`src/rtl/cache_pkg.sv`:
```
`default_nettype none
//============================================================================
// Module   : cache_pkg
// Brief    : Shared state encoding, byte-lane word type and merge helper
//            for the direct-mapped data cache.
// Revision : 1.0
//============================================================================
package cache_pkg;

    typedef enum logic [2:0] {
        IDLE       = 3'd0,
        WB         = 3'd1,
        FILL       = 3'd2,
        RESP       = 3'd3,
        FLUSH_SCAN = 3'd4,
        FLUSH_WB   = 3'd5,
        DONE       = 3'd6
    } state_t;

    // Element i is the byte at word address + i.
    typedef logic [0:3][7:0] byte_word_t;

    function automatic byte_word_t merge_bytes(input byte_word_t base,
                                               input byte_word_t wdata,
                                               input logic [3:0] ben);
        byte_word_t res;
        res = base;
        for (int i = 0; i < 4; i++) begin
            if (ben[i]) begin
                res[i] = wdata[i];
            end
        end
        return res;
    endfunction

endpackage
`default_nettype wire

```
`src/rtl/data_cache_if.sv`:
```
`default_nettype none
//============================================================================
// Module   : data_cache_if
// Brief    : Core load/store request bus between mips_core and data_cache.
// Revision : 1.0
//============================================================================
interface data_cache_if import cache_pkg::*; ();

    logic        req_valid;
    logic        req_write;
    logic [31:0] req_addr;
    byte_word_t  req_wdata;
    logic [3:0]  req_ben;
    logic        req_ready;
    byte_word_t  req_rdata;

    modport master (
        output req_valid, req_write, req_addr, req_wdata, req_ben,
        input  req_ready, req_rdata
    );

    modport slave (
        input  req_valid, req_write, req_addr, req_wdata, req_ben,
        output req_ready, req_rdata
    );

endinterface
`default_nettype wire

```
`src/rtl/data_cache_array.sv`:
```
`default_nettype none
//============================================================================
// Module   : data_cache_array
// Brief    : Tag/valid/dirty/data line storage, one async read port and one
//            write port; valid/dirty cleared asynchronously on reset.
// Revision : 1.0
//============================================================================
module data_cache_array import cache_pkg::*; #(
    parameter int LINES = 64,
    parameter int TAG_W = 24
) (
    input  logic                     clk,
    input  logic                     rst_b,
    input  logic [$clog2(LINES)-1:0] rd_idx,
    output logic                     rd_valid,
    output logic                     rd_dirty,
    output logic [TAG_W-1:0]         rd_tag,
    output byte_word_t               rd_data,
    input  logic                     wr_en,
    input  logic [$clog2(LINES)-1:0] wr_idx,
    input  logic                     wr_valid,
    input  logic                     wr_dirty,
    input  logic [TAG_W-1:0]         wr_tag,
    input  byte_word_t               wr_data
);

    logic [LINES-1:0] r_valid;
    logic [LINES-1:0] r_dirty;
    logic [TAG_W-1:0] r_tag  [LINES];
    byte_word_t       r_data [LINES];

    always_ff @(posedge clk or negedge rst_b) begin
        if (!rst_b) begin
            r_valid <= '0;
            r_dirty <= '0;
        end else if (wr_en) begin
            r_valid[wr_idx] <= wr_valid;
            r_dirty[wr_idx] <= wr_dirty;
        end
    end

    // Tag and data payload carry no reset; the valid bit qualifies them.
    always_ff @(posedge clk) begin
        if (wr_en) begin
            r_tag[wr_idx]  <= wr_tag;
            r_data[wr_idx] <= wr_data;
        end
    end

    assign rd_valid = r_valid[rd_idx];
    assign rd_dirty = r_dirty[rd_idx];
    assign rd_tag   = r_tag[rd_idx];
    assign rd_data  = r_data[rd_idx];

endmodule
`default_nettype wire

```
`src/rtl/data_cache.sv`:
```
`default_nettype none
//============================================================================
// Module   : data_cache
// Brief    : Direct-mapped write-back write-allocate data cache with flush
//            sequencing in front of a fixed-latency byte-lane memory.
// Revision : 1.0
//============================================================================
module data_cache import cache_pkg::*; #(
    parameter int LINES       = 64,
    parameter int MEM_LATENCY = 4
) (
    input  logic        clk,
    input  logic        rst_b,
    data_cache_if.slave core,
    input  logic        flush_req,
    output logic        flush_done,
    output logic [31:0] mem_addr,
    output byte_word_t  mem_data_in,
    input  byte_word_t  mem_data_out,
    output logic        mem_write_en
);

    localparam int C_IDX_W = $clog2(LINES);
    localparam int C_TAG_W = 30 - C_IDX_W;
    localparam int C_CNT_W = (MEM_LATENCY > 1) ? $clog2(MEM_LATENCY) : 1;
    localparam logic [C_CNT_W-1:0] C_CNT_LAST = C_CNT_W'(MEM_LATENCY - 1);
    localparam logic [C_CNT_W-1:0] C_CNT_ONE  = C_CNT_W'(1);
    localparam logic [C_IDX_W-1:0] C_IDX_LAST = C_IDX_W'(LINES - 1);
    localparam logic [C_IDX_W-1:0] C_IDX_ONE  = C_IDX_W'(1);

    state_t               r_state, w_state_nxt;
    logic [C_CNT_W-1:0]   r_cnt, w_cnt_nxt;
    logic [C_IDX_W-1:0]   r_fidx, w_fidx_nxt;
    logic [C_IDX_W-1:0]   w_req_idx, w_rd_idx;
    logic [C_TAG_W-1:0]   w_req_tag, w_rd_tag, w_wr_tag;
    logic                 w_rd_valid, w_rd_dirty, w_hit, w_cnt_last;
    logic                 w_wr_en, w_wr_valid, w_wr_dirty;
    logic                 w_unused;
    byte_word_t           w_rd_data, w_wr_data;

    assign w_req_idx  = core.req_addr[C_IDX_W+1:2];
    assign w_req_tag  = core.req_addr[31:C_IDX_W+2];
    assign w_unused   = ^core.req_addr[1:0];
    assign w_rd_idx   = (r_state == FLUSH_SCAN || r_state == FLUSH_WB) ? r_fidx : w_req_idx;
    assign w_hit      = w_rd_valid && (w_rd_tag == w_req_tag);
    assign w_cnt_last = (r_cnt == C_CNT_LAST);

    data_cache_array #(
        .LINES (LINES),
        .TAG_W (C_TAG_W)
    ) u_array (
        .clk      (clk),
        .rst_b    (rst_b),
        .rd_idx   (w_rd_idx),
        .rd_valid (w_rd_valid),
        .rd_dirty (w_rd_dirty),
        .rd_tag   (w_rd_tag),
        .rd_data  (w_rd_data),
        .wr_en    (w_wr_en),
        .wr_idx   (w_rd_idx),
        .wr_valid (w_wr_valid),
        .wr_dirty (w_wr_dirty),
        .wr_tag   (w_wr_tag),
        .wr_data  (w_wr_data)
    );

    always_ff @(posedge clk or negedge rst_b) begin
        if (!rst_b) begin
            r_state <= IDLE;
            r_cnt   <= '0;
            r_fidx  <= '0;
        end else begin
            r_state <= w_state_nxt;
            r_cnt   <= w_cnt_nxt;
            r_fidx  <= w_fidx_nxt;
        end
    end

    always_comb begin
        w_state_nxt    = r_state;
        w_cnt_nxt      = r_cnt;
        w_fidx_nxt     = r_fidx;
        core.req_ready = 1'b0;
        core.req_rdata = '0;
        flush_done     = 1'b0;
        mem_addr       = '0;
        mem_data_in    = '0;
        mem_write_en   = 1'b0;
        w_wr_en        = 1'b0;
        w_wr_valid     = w_rd_valid;
        w_wr_dirty     = w_rd_dirty;
        w_wr_tag       = w_rd_tag;
        w_wr_data      = w_rd_data;

        case (r_state)
            IDLE: begin
                if (flush_req) begin
                    w_state_nxt = FLUSH_SCAN;
                    w_fidx_nxt  = '0;
                end else if (core.req_valid) begin
                    if (w_hit) begin
                        core.req_ready = 1'b1;
                        if (core.req_write) begin
                            w_wr_en    = 1'b1;
                            w_wr_dirty = 1'b1;
                            w_wr_data  = merge_bytes(w_rd_data, core.req_wdata, core.req_ben);
                        end else begin
                            core.req_rdata = w_rd_data;
                        end
                    end else begin
                        w_cnt_nxt   = '0;
                        w_state_nxt = (w_rd_valid && w_rd_dirty) ? WB : FILL;
                    end
                end
            end

            WB: begin
                mem_addr     = {w_rd_tag, w_req_idx, 2'b00};
                mem_data_in  = w_rd_data;
                mem_write_en = (r_cnt == '0);
                if (w_cnt_last) begin
                    w_cnt_nxt   = '0;
                    w_state_nxt = FILL;
                end else begin
                    w_cnt_nxt = r_cnt + C_CNT_ONE;
                end
            end

            FILL: begin
                mem_addr = {core.req_addr[31:2], 2'b00};
                if (w_cnt_last) begin
                    // Line is installed on the sampling edge; RESP reads it back.
                    w_wr_en     = 1'b1;
                    w_wr_valid  = 1'b1;
                    w_wr_tag    = w_req_tag;
                    w_wr_dirty  = core.req_write;
                    w_wr_data   = core.req_write ?
                                  merge_bytes(mem_data_out, core.req_wdata, core.req_ben) :
                                  mem_data_out;
                    w_state_nxt = RESP;
                end else begin
                    w_cnt_nxt = r_cnt + C_CNT_ONE;
                end
            end

            RESP: begin
                core.req_ready = 1'b1;
                if (!core.req_write) begin
                    core.req_rdata = w_rd_data;
                end
                w_state_nxt = IDLE;
            end

            FLUSH_SCAN: begin
                if (w_rd_valid && w_rd_dirty) begin
                    w_cnt_nxt   = '0;
                    w_state_nxt = FLUSH_WB;
                end else if (r_fidx == C_IDX_LAST) begin
                    w_state_nxt = DONE;
                end else begin
                    w_fidx_nxt = r_fidx + C_IDX_ONE;
                end
            end

            FLUSH_WB: begin
                mem_addr     = {w_rd_tag, r_fidx, 2'b00};
                mem_data_in  = w_rd_data;
                mem_write_en = (r_cnt == '0);
                if (w_cnt_last) begin
                    w_wr_en    = 1'b1;
                    w_wr_dirty = 1'b0;
                    if (r_fidx == C_IDX_LAST) begin
                        w_state_nxt = DONE;
                    end else begin
                        w_fidx_nxt  = r_fidx + C_IDX_ONE;
                        w_state_nxt = FLUSH_SCAN;
                    end
                end else begin
                    w_cnt_nxt = r_cnt + C_CNT_ONE;
                end
            end

            DONE: begin
                flush_done = 1'b1;
                if (!flush_req) begin
                    w_state_nxt = IDLE;
                end
            end

            default: w_state_nxt = IDLE;
        endcase
    end

endmodule
`default_nettype wire

```
`src/flat_wrapper.sv`:
```
// flat-port wrapper written by rule: the top's interface ports become plain ports
module data_cache_flat import cache_pkg::*;
#(
    parameter int LINES       = 64,
    parameter int MEM_LATENCY = 4
)
  (clk, rst_b, flush_req, flush_done, mem_addr, mem_data_in, mem_data_out, mem_write_en, core_req_valid, core_req_write, core_req_addr, core_req_wdata, core_req_ben, core_req_ready, core_req_rdata);
  data_cache_if core_i ();
  input  logic clk;
  input  logic rst_b;
  input  logic flush_req;
  output logic flush_done;
  output logic [31:0] mem_addr;
  output byte_word_t mem_data_in;
  input  byte_word_t mem_data_out;
  output logic mem_write_en;
  input wire logic [$bits(core_i.req_valid)-1:0] core_req_valid;
  input wire logic [$bits(core_i.req_write)-1:0] core_req_write;
  input wire logic [$bits(core_i.req_addr)-1:0] core_req_addr;
  input wire logic [$bits(core_i.req_wdata)-1:0] core_req_wdata;
  input wire logic [$bits(core_i.req_ben)-1:0] core_req_ben;
  output wire logic [$bits(core_i.req_ready)-1:0] core_req_ready;
  output wire logic [$bits(core_i.req_rdata)-1:0] core_req_rdata;
  assign core_i.req_valid = core_req_valid;
  assign core_i.req_write = core_req_write;
  assign core_i.req_addr = core_req_addr;
  assign core_i.req_wdata = core_req_wdata;
  assign core_i.req_ben = core_req_ben;
  assign core_req_ready = core_i.req_ready;
  assign core_req_rdata = core_i.req_rdata;
  data_cache #(.LINES(LINES), .MEM_LATENCY(MEM_LATENCY)) u_core (.clk(clk), .rst_b(rst_b), .core(core_i), .flush_req(flush_req), .flush_done(flush_done), .mem_addr(mem_addr), .mem_data_in(mem_data_in), .mem_data_out(mem_data_out), .mem_write_en(mem_write_en));
endmodule
```
`config.mk`:
```
export PLATFORM = sky130hd
export DESIGN_NAME = data_cache_flat
export DESIGN_NICKNAME = d
export VERILOG_FILES = /design/src/rtl/cache_pkg.sv /design/src/rtl/data_cache_if.sv /design/src/rtl/data_cache_array.sv /design/src/rtl/data_cache.sv /design/src/flat_wrapper.sv
export SDC_FILE = /design/constraint.sdc
export NUM_CORES = 2
export LEC_CHECK = 0
export BUFFER_PORTS_ARGS = -buffer_cell sky130_fd_sc_hd__buf_2
export CAP_MARGIN = 20
export CORE_MARGIN = 1
export CORE_UTILIZATION = 45
export DETAILED_ROUTE_END_ITERATION = 8
export RECOVER_POWER = 50
export SLEW_MARGIN = 20
export SYNTH_ARGS = -nofsm -noshare
export SYNTH_HDL_FRONTEND = slang
export SYNTH_SLANG_ARGS = --single-unit
```
`constraint.sdc`:
```
create_clock -name clk -period 23.7 [get_ports clk]
set_input_delay 4.74 -clock clk [delete_from_list [all_inputs] [get_ports clk]]
set_output_delay 4.74 -clock clk [all_outputs]
set_load 0.01 [all_outputs]
```
==> metrics.md <==
| Metric | Value |
|---|---|
| CP max stage cell | a21o_1 |
| CTS tree | yes |
| Remaining antenna violation count after routing | 0 |
| Crit path kind | input pin to output port |
| Num rows | 208 |
| Commonest cells in the netlist | edfxtp_1 (3584), a22oi_1 (915), nand2_1 (841) |
| Crit path cell chain | buf_6, a21o_1, clkbuf_1, a211oi_1, o21ai_0, o2111ai_1, nor3_1, a21boi_0, a2111oi_0, o2111ai_4, nor4_1, nand3_2, a211oi_1, buf_2 |
| Final Skew | 74.0 ps |
| Outcome | complete, but fails checks |
| Iteration-0 DRC Markers | 17300 |
| Vias | 96900 |
| Peak supply drop | 0.152 mV |
| PnR worst setup slack | 3370 ps |
| Clk Latency, worst-skew pair | 940 ps |
| RSZ-0062 raised after global routing | no |
| CTS max path bufs | 4 |
| Top_reg_cell synth | edfxtp_1 |
| Hold_buf cts | 0 |
| Dominant cell type by area after synthesis | edfxtp_1 |
| Achievable Freq | 0.0492 GHz |
| H-tree Lvls | 5 |
| Mapped Cells | 9423 |
| Hold WC Path Type | flip-flop to flip-flop |
| Number of global-route vias before repair | 89700 |
| Root buffer cell | clkbuf_16 |
| R2r setup slk | 6590 ps |
| Drt total wl | 546 mm |
| Critical Path AT | 15590 ps |
| CP Capture Type | output port |
| Max-Cap Viols | 75 |
| TNS Setup | 0 ps |
| Layout cells sized above 1 | 0.119 |
| Clock transition at the registers of the reported paths | 60 ps |
| Cell total after placement | 13600 |
| CTS Buf Count | 373 |
| Slowest cell delay on critical path | 2710 ps |
| Net count, final | 9771 |
| PwrDens | 134 nW/um^2 |
| Core ar. | 321000 sq um |
| DRT Pass-1 Iters | 9 |
| CTS-repair resized insts | 0 |
| Slew margin rel. | -2.23 |
| FF+latch count, synth | 3723 |
| Die Area | 326000 sq um |
| Count leader, synth | edfxtp_1 |
| Yosys top cell area share | 0.739 |
| FFs w/ async S/R, synth | 0.0373 |
| IO Count | 204 |
| Total GRT Usage | 0.327 |
| Largest net degree at the start of global routing | 133 |
| Leakage Power | 53.2 nW |
| # port buffers | 199 |
| Post-layout minimum cycle time | 20330 ps |
| Initial antenna violation count | 27 |
| Max-slew violations | 3998 |
| First-pass GRT wire length | 734 mm |
| Non-filler instance count after layout | 14300 |
| WP data required | 18960 ps |
| Clock sink count | 3723 |
| Final HPWL from detailed placement | 283 mm |
| CP dominant cell by count | a211oi_1 |
| Fin. Hold Viols | 0 |
| DRC | 0 |
| Setup violators final | 0 |
| Yosys Warn Count | 0 |
| Netlist cell types | 90 |
| Die span in x | 571 um |
| Mapped cell area | 146000 sq um |
| Via density | 6.78 |
| Filler Cells Inserted | 26200 |
| # Post-CTS Setup Buffers | 0 |
| DP Worst Slack | 6610 ps |
| Total grt overflow | 0 |
| Post-synth EDFFs | 3584 |
| CP startpoint kind | input pin |
| Top cells by area, synth | edfxtp_1 (74%), a22oi_1 (4.7%), dfrtp_1 (2.4%) |
| Tcrit/Tclk final | 0.858 |
| Failing checks | max-capacitance violations, max-slew violations |
| Sequential share of the synthesized area | 0.763 |
| Wirelength per Cell | 38.2 um |
| Syn_area_per_cell | 15.4 sq um |
| Area grow syn2layout | 12.9% |
| WHS | 523 ps |
| GP Congestion | 0.845 |
| Initial Utilization | 0.453 |
| Worst Tran Pin Value | 4840 ps |
| Die Ht | 571 um |
| Largest fanout on the critical path | 69 |
[report_power, final]
group	internal, mW	switching (mW)	total, mW
Combinational	1.24	5.09	6.33
Sequential	9.74	0.0280	9.77
Clock	3.43	2.54	5.97
[kinds of logic after synthesis]
kind of cell             synth area share
AO/OA/AOI/OAI                       0.129
buffers and inverters              0.0302
multiplexers                       0.0234
XOR/XNOR                         0.000542
other                           0.0000258
AND/OR/NAND/NOR                    0.0529
adder cells (fa/ha/maj)          0.000258
flip-flops                          0.763
[layout make-up]
class | instances | area, sq um | share of cell area
sequential | 3723 | 111000 | 0.676
multi-input combinational | 4705 | 30700 | 0.187
clock buffer | 450 | 9760 | 0.0594
tap | 4305 | 5390 | 0.0328
timing repair buffer | 550 | 3630 | 0.0221
clock inverter | 229 | 2430 | 0.0148
inverter | 310 | 1230 | 0.00749
antenna | 15 | 37.5 | 0.000228
[worst max-delay path: cells and delay by family]
| kind | cells | cell delay, ps |
|---|---|---|
| and+or+nand+nor | 3 | 1880 |
| AOI/OAI and AO/OA | 8 | 5890 |
| buffers and inverters | 3 | 2820 |
[registers in the layout, summed over array words and instances (netlist names)]
name	cells
u_core.r_cnt	2
u_core.r_fidx	6
u_core.r_state	3
u_core.u_array.r_data	2048
u_core.u_array.r_dirty	64
u_core.u_array.r_tag	1536
u_core.u_array.r_valid	64
[layout by cell type, fill, tap and decap left out, drive strengths merged, types with 139 or more instances in the layout]
master  netlist  layout
edfxtp     3584    3584
a22oi       915     915
nand2       841     841
clkbuf      308     527
buf         378     473
o22ai       345     345
a211oi      321     321
mux2i       312     312
inv         308     311
o21ai       300     300
nor2        295     295
a21oi       243     243
nor3        192     192
clkinv        2     165
dfrtp       139     139
[path summary, 6_finish.rpt]
path,start,to,depth (start not counted)
min,u_core.u_array.r_dirty[58],u_core.u_array.r_dirty[58],2
max reg2reg,u_core.r_state[2],u_core.u_array.r_data[24][5],18
max,core_req_addr[2],core_req_rdata[17],14
min reg2reg,u_core.u_array.r_dirty[58],u_core.u_array.r_dirty[58],2
min in group asynchronous,rst_b,u_core.r_state[1],1
max in group asynchronous,rst_b,u_core.r_fidx[0],2
[layer usage]
metal  share of wire  vias to the layer above  wire length (um)  global-route usage
met5         0.00029                        -               158                   0
met4           0.065                       16             35700               0.174
met3            0.13                     1480             73400              0.0799
met2            0.45                     7761            243000               0.499
met1            0.35                    49400            194000               0.432
li1                -                    38200                 -                   -
[through the flow]
step            util  total power [mW]  instance area, sq um
5_1_grt        0.511              22.6                164000
4_1_cts        0.514              21.8                165000
2_1_floorplan      -              13.4                146000
6_report       0.511              22.1                164000
3_3_place_gp   0.475              15.7                153000
3_5_place_dp   0.476              16.0                153000
Note: power is estimated with default switching activity, not from simulation.
